===== config.mk =====
export PLATFORM = sky130hd
export DESIGN_NAME = mod_sub_serial
export DESIGN_NICKNAME = d
export VERILOG_FILES = /design/src/rtl/mod_sub_serial.sv
export SDC_FILE = /design/constraint.sdc
export NUM_CORES = 2
export LEC_CHECK = 0
export CELL_PAD_IN_SITES_DETAIL_PLACEMENT = 0
export CELL_PAD_IN_SITES_GLOBAL_PLACEMENT = 1
export CORE_ASPECT_RATIO = 0.9
export CORE_MARGIN = 5
export CORE_UTILIZATION = 39
export DETAILED_ROUTE_END_ITERATION = 16
export PLACE_DENSITY = 0.86
export SLEW_MARGIN = 20
export SYNTH_ARGS = -nofsm -noshare
export SYNTH_HDL_FRONTEND = slang
export SYNTH_SLANG_ARGS = --single-unit

===== constraint.sdc =====
create_clock -name clk -period 38.1 [get_ports clk]
set_input_delay 7.62 -clock clk [delete_from_list [all_inputs] [get_ports clk]]
set_output_delay 7.62 -clock clk [all_outputs]
set_load 0.005 [all_outputs]

===== src/rtl/mod_sub_serial.sv =====
// Limb-serial modular subtractor: result = (a - b) mod P, one W-bit limb per clock.
// Operands shift out of the bottom of r_a/r_b while the difference shifts in at the top of r_d.
module mod_sub_serial #(
  parameter int          N = 256,
  parameter int          W = 32,
  parameter logic [N-1:0] P = 256'h7FFFFFFF_FFFFFFFF_FFFFFFFF_FFFFFFFF_FFFFFFFF_FFFFFFFF_FFFFFFFF_FFFFFFED
) (
  input  logic         clk,
  input  logic         rst,
  input  logic         in_valid,
  output logic         in_ready,
  input  logic [N-1:0] a,
  input  logic [N-1:0] b,
  output logic         out_valid,
  input  logic         out_ready,
  output logic [N-1:0] result,
  output logic         wrapped
);

  // state  | meaning
  // S_IDLE | waiting for operands
  // S_SUB  | limb-serial a - b with borrow chain
  // S_FIX  | difference borrowed: limb-serial add of P with carry chain
  // S_DONE | result held until out_ready

  localparam int L    = N / W;
  localparam int IDXW = (L > 1) ? $clog2(L) : 1;
  localparam logic [IDXW-1:0] LAST = IDXW'(L - 1);

  if (N % W != 0) begin : g_bad_limb_width
    $error("mod_sub_serial: N must be a multiple of W");
  end

  typedef enum logic [1:0] {S_IDLE, S_SUB, S_FIX, S_DONE} state_t;

  state_t          r_state;
  state_t          w_state_nxt;
  logic [N-1:0]    r_a;
  logic [N-1:0]    r_b;
  logic [N-1:0]    r_d;
  logic [N-1:0]    r_result;
  logic            r_wrapped;
  logic [IDXW-1:0] r_idx;
  logic            r_bc;

  logic            w_last;
  logic [W:0]      w_diff;
  logic [W:0]      w_sum;
  logic [N-1:0]    w_d_sub;
  logic [N-1:0]    w_d_fix;

  assign w_last  = (r_idx == LAST);
  assign w_diff  = {1'b0, r_a[W-1:0]} - {1'b0, r_b[W-1:0]} - {{W{1'b0}}, r_bc};
  // In FIX, r_a has been reloaded with P so the same shift path feeds the modulus limbs.
  assign w_sum   = {1'b0, r_d[W-1:0]} + {1'b0, r_a[W-1:0]} + {{W{1'b0}}, r_bc};
  assign w_d_sub = (r_d >> W) | (N'(w_diff[W-1:0]) << (N - W));
  assign w_d_fix = (r_d >> W) | (N'(w_sum[W-1:0]) << (N - W));

  assign in_ready  = (r_state == S_IDLE) && !rst;
  assign out_valid = (r_state == S_DONE);
  assign result    = r_result;
  assign wrapped   = r_wrapped;

  always_comb begin
    w_state_nxt = r_state;
    unique case (r_state)
      S_IDLE: if (in_valid) w_state_nxt = S_SUB;
      S_SUB:  if (w_last) w_state_nxt = w_diff[W] ? S_FIX : S_DONE;
      S_FIX:  if (w_last) w_state_nxt = S_DONE;
      S_DONE: if (out_ready) w_state_nxt = S_IDLE;
      default: w_state_nxt = S_IDLE;
    endcase
  end

  always_ff @(posedge clk or posedge rst) begin
    if (rst) begin
      r_state   <= S_IDLE;
      r_a       <= '0;
      r_b       <= '0;
      r_d       <= '0;
      r_result  <= '0;
      r_wrapped <= 1'b0;
      r_idx     <= '0;
      r_bc      <= 1'b0;
    end else begin
      r_state <= w_state_nxt;
      unique case (r_state)
        S_IDLE: begin
          if (in_valid) begin
            r_a   <= a;
            r_b   <= b;
            r_idx <= '0;
            r_bc  <= 1'b0;
          end
        end
        S_SUB: begin
          r_a   <= r_a >> W;
          r_b   <= r_b >> W;
          r_d   <= w_d_sub;
          r_bc  <= w_diff[W];
          r_idx <= r_idx + 1'b1;
          if (w_last) begin
            r_idx <= '0;
            if (w_diff[W]) begin
              r_a  <= P;
              r_bc <= 1'b0;
            end else begin
              r_result  <= w_d_sub;
              r_wrapped <= 1'b0;
            end
          end
        end
        S_FIX: begin
          r_a   <= r_a >> W;
          r_d   <= w_d_fix;
          r_bc  <= w_sum[W];
          r_idx <= r_idx + 1'b1;
          if (w_last) begin
            r_idx     <= '0;
            r_result  <= w_d_fix;
            r_wrapped <= 1'b1;
          end
        end
        default: ;
      endcase
    end
  end

endmodule


==> flow_summary.json <==
{
  "grt_first_pass_wirelength_um": 224600,
  "fin_crit_sh_pct": 43.13,
  "netlist.area_leader.share_pct": 53.84,
  "synthFlopType": "dfrtp_1",
  "critical_path_class": "input pin to output pin",
  "synth_edf_count": 0,
  "reg2reg_depth": 13,
  "clkTransAtPathRegs_ns": 0.06,
  "rows": 122,
  "cp-start-kind": "input pin",
  "worst_pin_slew_ns": 1.183,
  "finalSetupTns_ns": 0,
  "end_kind": "output pin",
  "postCtsHoldBufs": 0,
  "synth.area.top_cells": "dfrtp_1 (54%), mux2_2 (11%), mux2i_1 (5.0%)",
  "multi_input_area_um2": 20440,
  "die_h_um": 342.5,
  "antenna_left": 0,
  "totalWireLength_um": 150000,
  "htree_levels": 3,
  "clock_skew_ns": 0.03098,
  "hp-class": "register to register",
  "avgViaCountPerCell": 5.268,
  "yosys_warnings": 0,
  "grt_max_degree": 266,
  "core-area_um2": 122600,
  "seq_area_um2": 25800,
  "drive_gt1_share_pct": 16.33,
  "syn_to_final_growth_pct": 26.69,
  "clk_latency_ns": 0.72,
  "start_util_pct": 39.09,
  "drt_iter0_drc": 2913,
  "p_total_w": 0.006680,
  "status": "completed",
  "grt_use_met1_pct": 31.23,
  "async_flop_share_pct": 100.0,
  "vias": 35210,
  "cts_made_buffers": 108,
  "synth_area_um2": 47920,
  "grt_use_met2_pct": 35.79,
  "place_congestion": 0.8905,
  "min_delay_path_depth": 2,
  "peakVddDrop_v": 0.0001446,
  "antenna_found_initial": 37,
  "mostFrequentLayoutCell": "dfrtp_1",
  "met3_usage_pct": 5.140,
  "root_buffer": "clkbuf_16",
  "cts.sinks": 1031,
  "power-per-cell-area_nw_per_um2": 110.0,
  "first_pass_iters": 5,
  "rr_endpoint": "result[200]",
  "avgSynthCellArea_um2": 11.05,
  "syn_inst": 4336,
  "die_w_um": 379.5,
  "grt_pass1_vias": 35270,
  "slew_headroom_pct": 21.15,
  "grt_busiest_layer": "met2",
  "ff2ff_setup_slack_ns": 32.30,
  "place_area_um2": 56850,
  "path_max_fanout": 2,
  "grt-ovfl-total": 0,
  "syn-num-nets": 4956,
  "hold_end": "r_b[179]",
  "cp_data_required_time_ns": 30.48,
  "seq_area_frac_synth_pct": 53.84,
  "finalCriticalPeriod_ns": 16.43,
  "synth.distinct_cells": 71,
  "fillers": 11010,
  "synth-seq-cells": 1031,
  "cts_tree": "yes",
  "final_util_pct": 49.53,
  "fin_nets": 5573,
  "drv_cap": 0,
  "clock_path_buffers": 3,
  "rsz0062_at_grt": "no",
  "die-area_um2": 130000,
  "drv_slew": 0,
  "wl_per_cell_um": 22.45,
  "p_leak_nw": 25.69,
  "r2r_start": "r_a[15]",
  "hold_slack_ns": 0.4759,
  "io_buffer_count": 774,
  "synth_top_cell_by_area": "dfrtp_1",
  "layout_common_cells": "dfrtp_1 (1031), clkdlybuf4s50_1 (774), nand2_1 (504)",
  "ios": 775,
  "post-cts-setup-buffers": 0,
  "finalSetupViolations": 0,
  "hold_start": "r_b[179]",
  "grtUsageTotal_pct": 22.58,
  "fmax_ghz": 0.06085,
  "route.detailed.drc": 0,
  "cp.arrival_ns": 8.81,
  "cts_resized": 0,
  "final_area_um2": 60710,
  "dp_hpwl_um": 108400,
  "hold_viol_final": 0
}
## how the worst max path moves through the flow
stage	startpoint	endpoint	cells after the start
after floorplan	rst	r_a[0]	1
after global placement	rst	in_ready	3
after detailed placement	rst	in_ready	3
after CTS	rst	in_ready	3
after global routing	rst	in_ready	3
final	rst	in_ready	3
## cells in the mapped netlist (all sizes together) (9+ instances only)
master,n
nor3,16
inv,123
o21bai,13
and3,78
xor2,20
mux2,459
a21o,20
buf,50
nor2,468
o31ai,11
a21oi,257
o21a,9
nor2b,10
or3,10
xnor2,19
mux2i,238
a31oi,14
a211oi,12
clkbuf,254
a22o,32
o21ai,297
nand2,505
nand4,12
dfrtp,1031
nand3,23
o211ai,9
a221oi,162
ha,100
## power by group
group	switching [W]	internal [W]	leakage, nW	total (W)
combinational	0.00194	0.00154	11.8	0.00348
clock	0.000451	0.000659	1.85	0.00111
sequential	0.000423	0.00167	12.0	0.00209
total	0.00281	0.00387	25.7	0.00668
## state kept, by name (all words and copies together) (netlist names)
| register | flops |
|---|---|
| r_idx | 3 |
| r_d | 256 |
| wrapped | 1 |
| r_state | 2 |
| r_bc | 1 |
| result | 256 |
| r_b | 256 |
| r_a | 256 |
## logic make-up after synthesis
kind of cell / share of synthesized area [%]
AO/OA/AOI/OAI: 13.40
adder cells (fa/ha/maj): 2.778
multiplexers: 15.76
flip-flops: 53.84
buffers and inverters: 3.658
XOR/XNOR: 0.7129
AND/OR/NAND/NOR: 9.844
## stage by stage
step	setup slack [ns]	cells
floorplan	1.465	4336
CTS	21.67	6652
detailed placement	21.68	6454
global placement	21.67	6454
finish	21.67	6684
global route	21.66	6675
## layout make-up
| cell class | instances | share of cell area [%] |
|---|---|---|
| multi-input combinational | 2877 | 33.67 |
| sequential | 1031 | 42.50 |
| timing repair buffer | 811 | 13.42 |
| inverter | 124 | 0.7812 |
| tap | 1612 | 3.322 |
| clock buffer | 162 | 5.388 |
| clock inverter | 36 | 0.7894 |
| antenna | 31 | 0.1278 |
## routing by layer
metal | up-vias | wire length, µm
met2 | 919 | 70460
met3 | 196 | 9634
met4 | 18 | 3680
met1 | 17550 | 66140
met5 | - | 112
li1 | 16530 | -
## critical path, cell delays in order
cell and delay, ns:
clkdlybuf4s50_1 0.51, nor2b_1 0.16, clkdlybuf4s50_1 0.52
No activity file was read; power rests on OpenSTA's default activity.
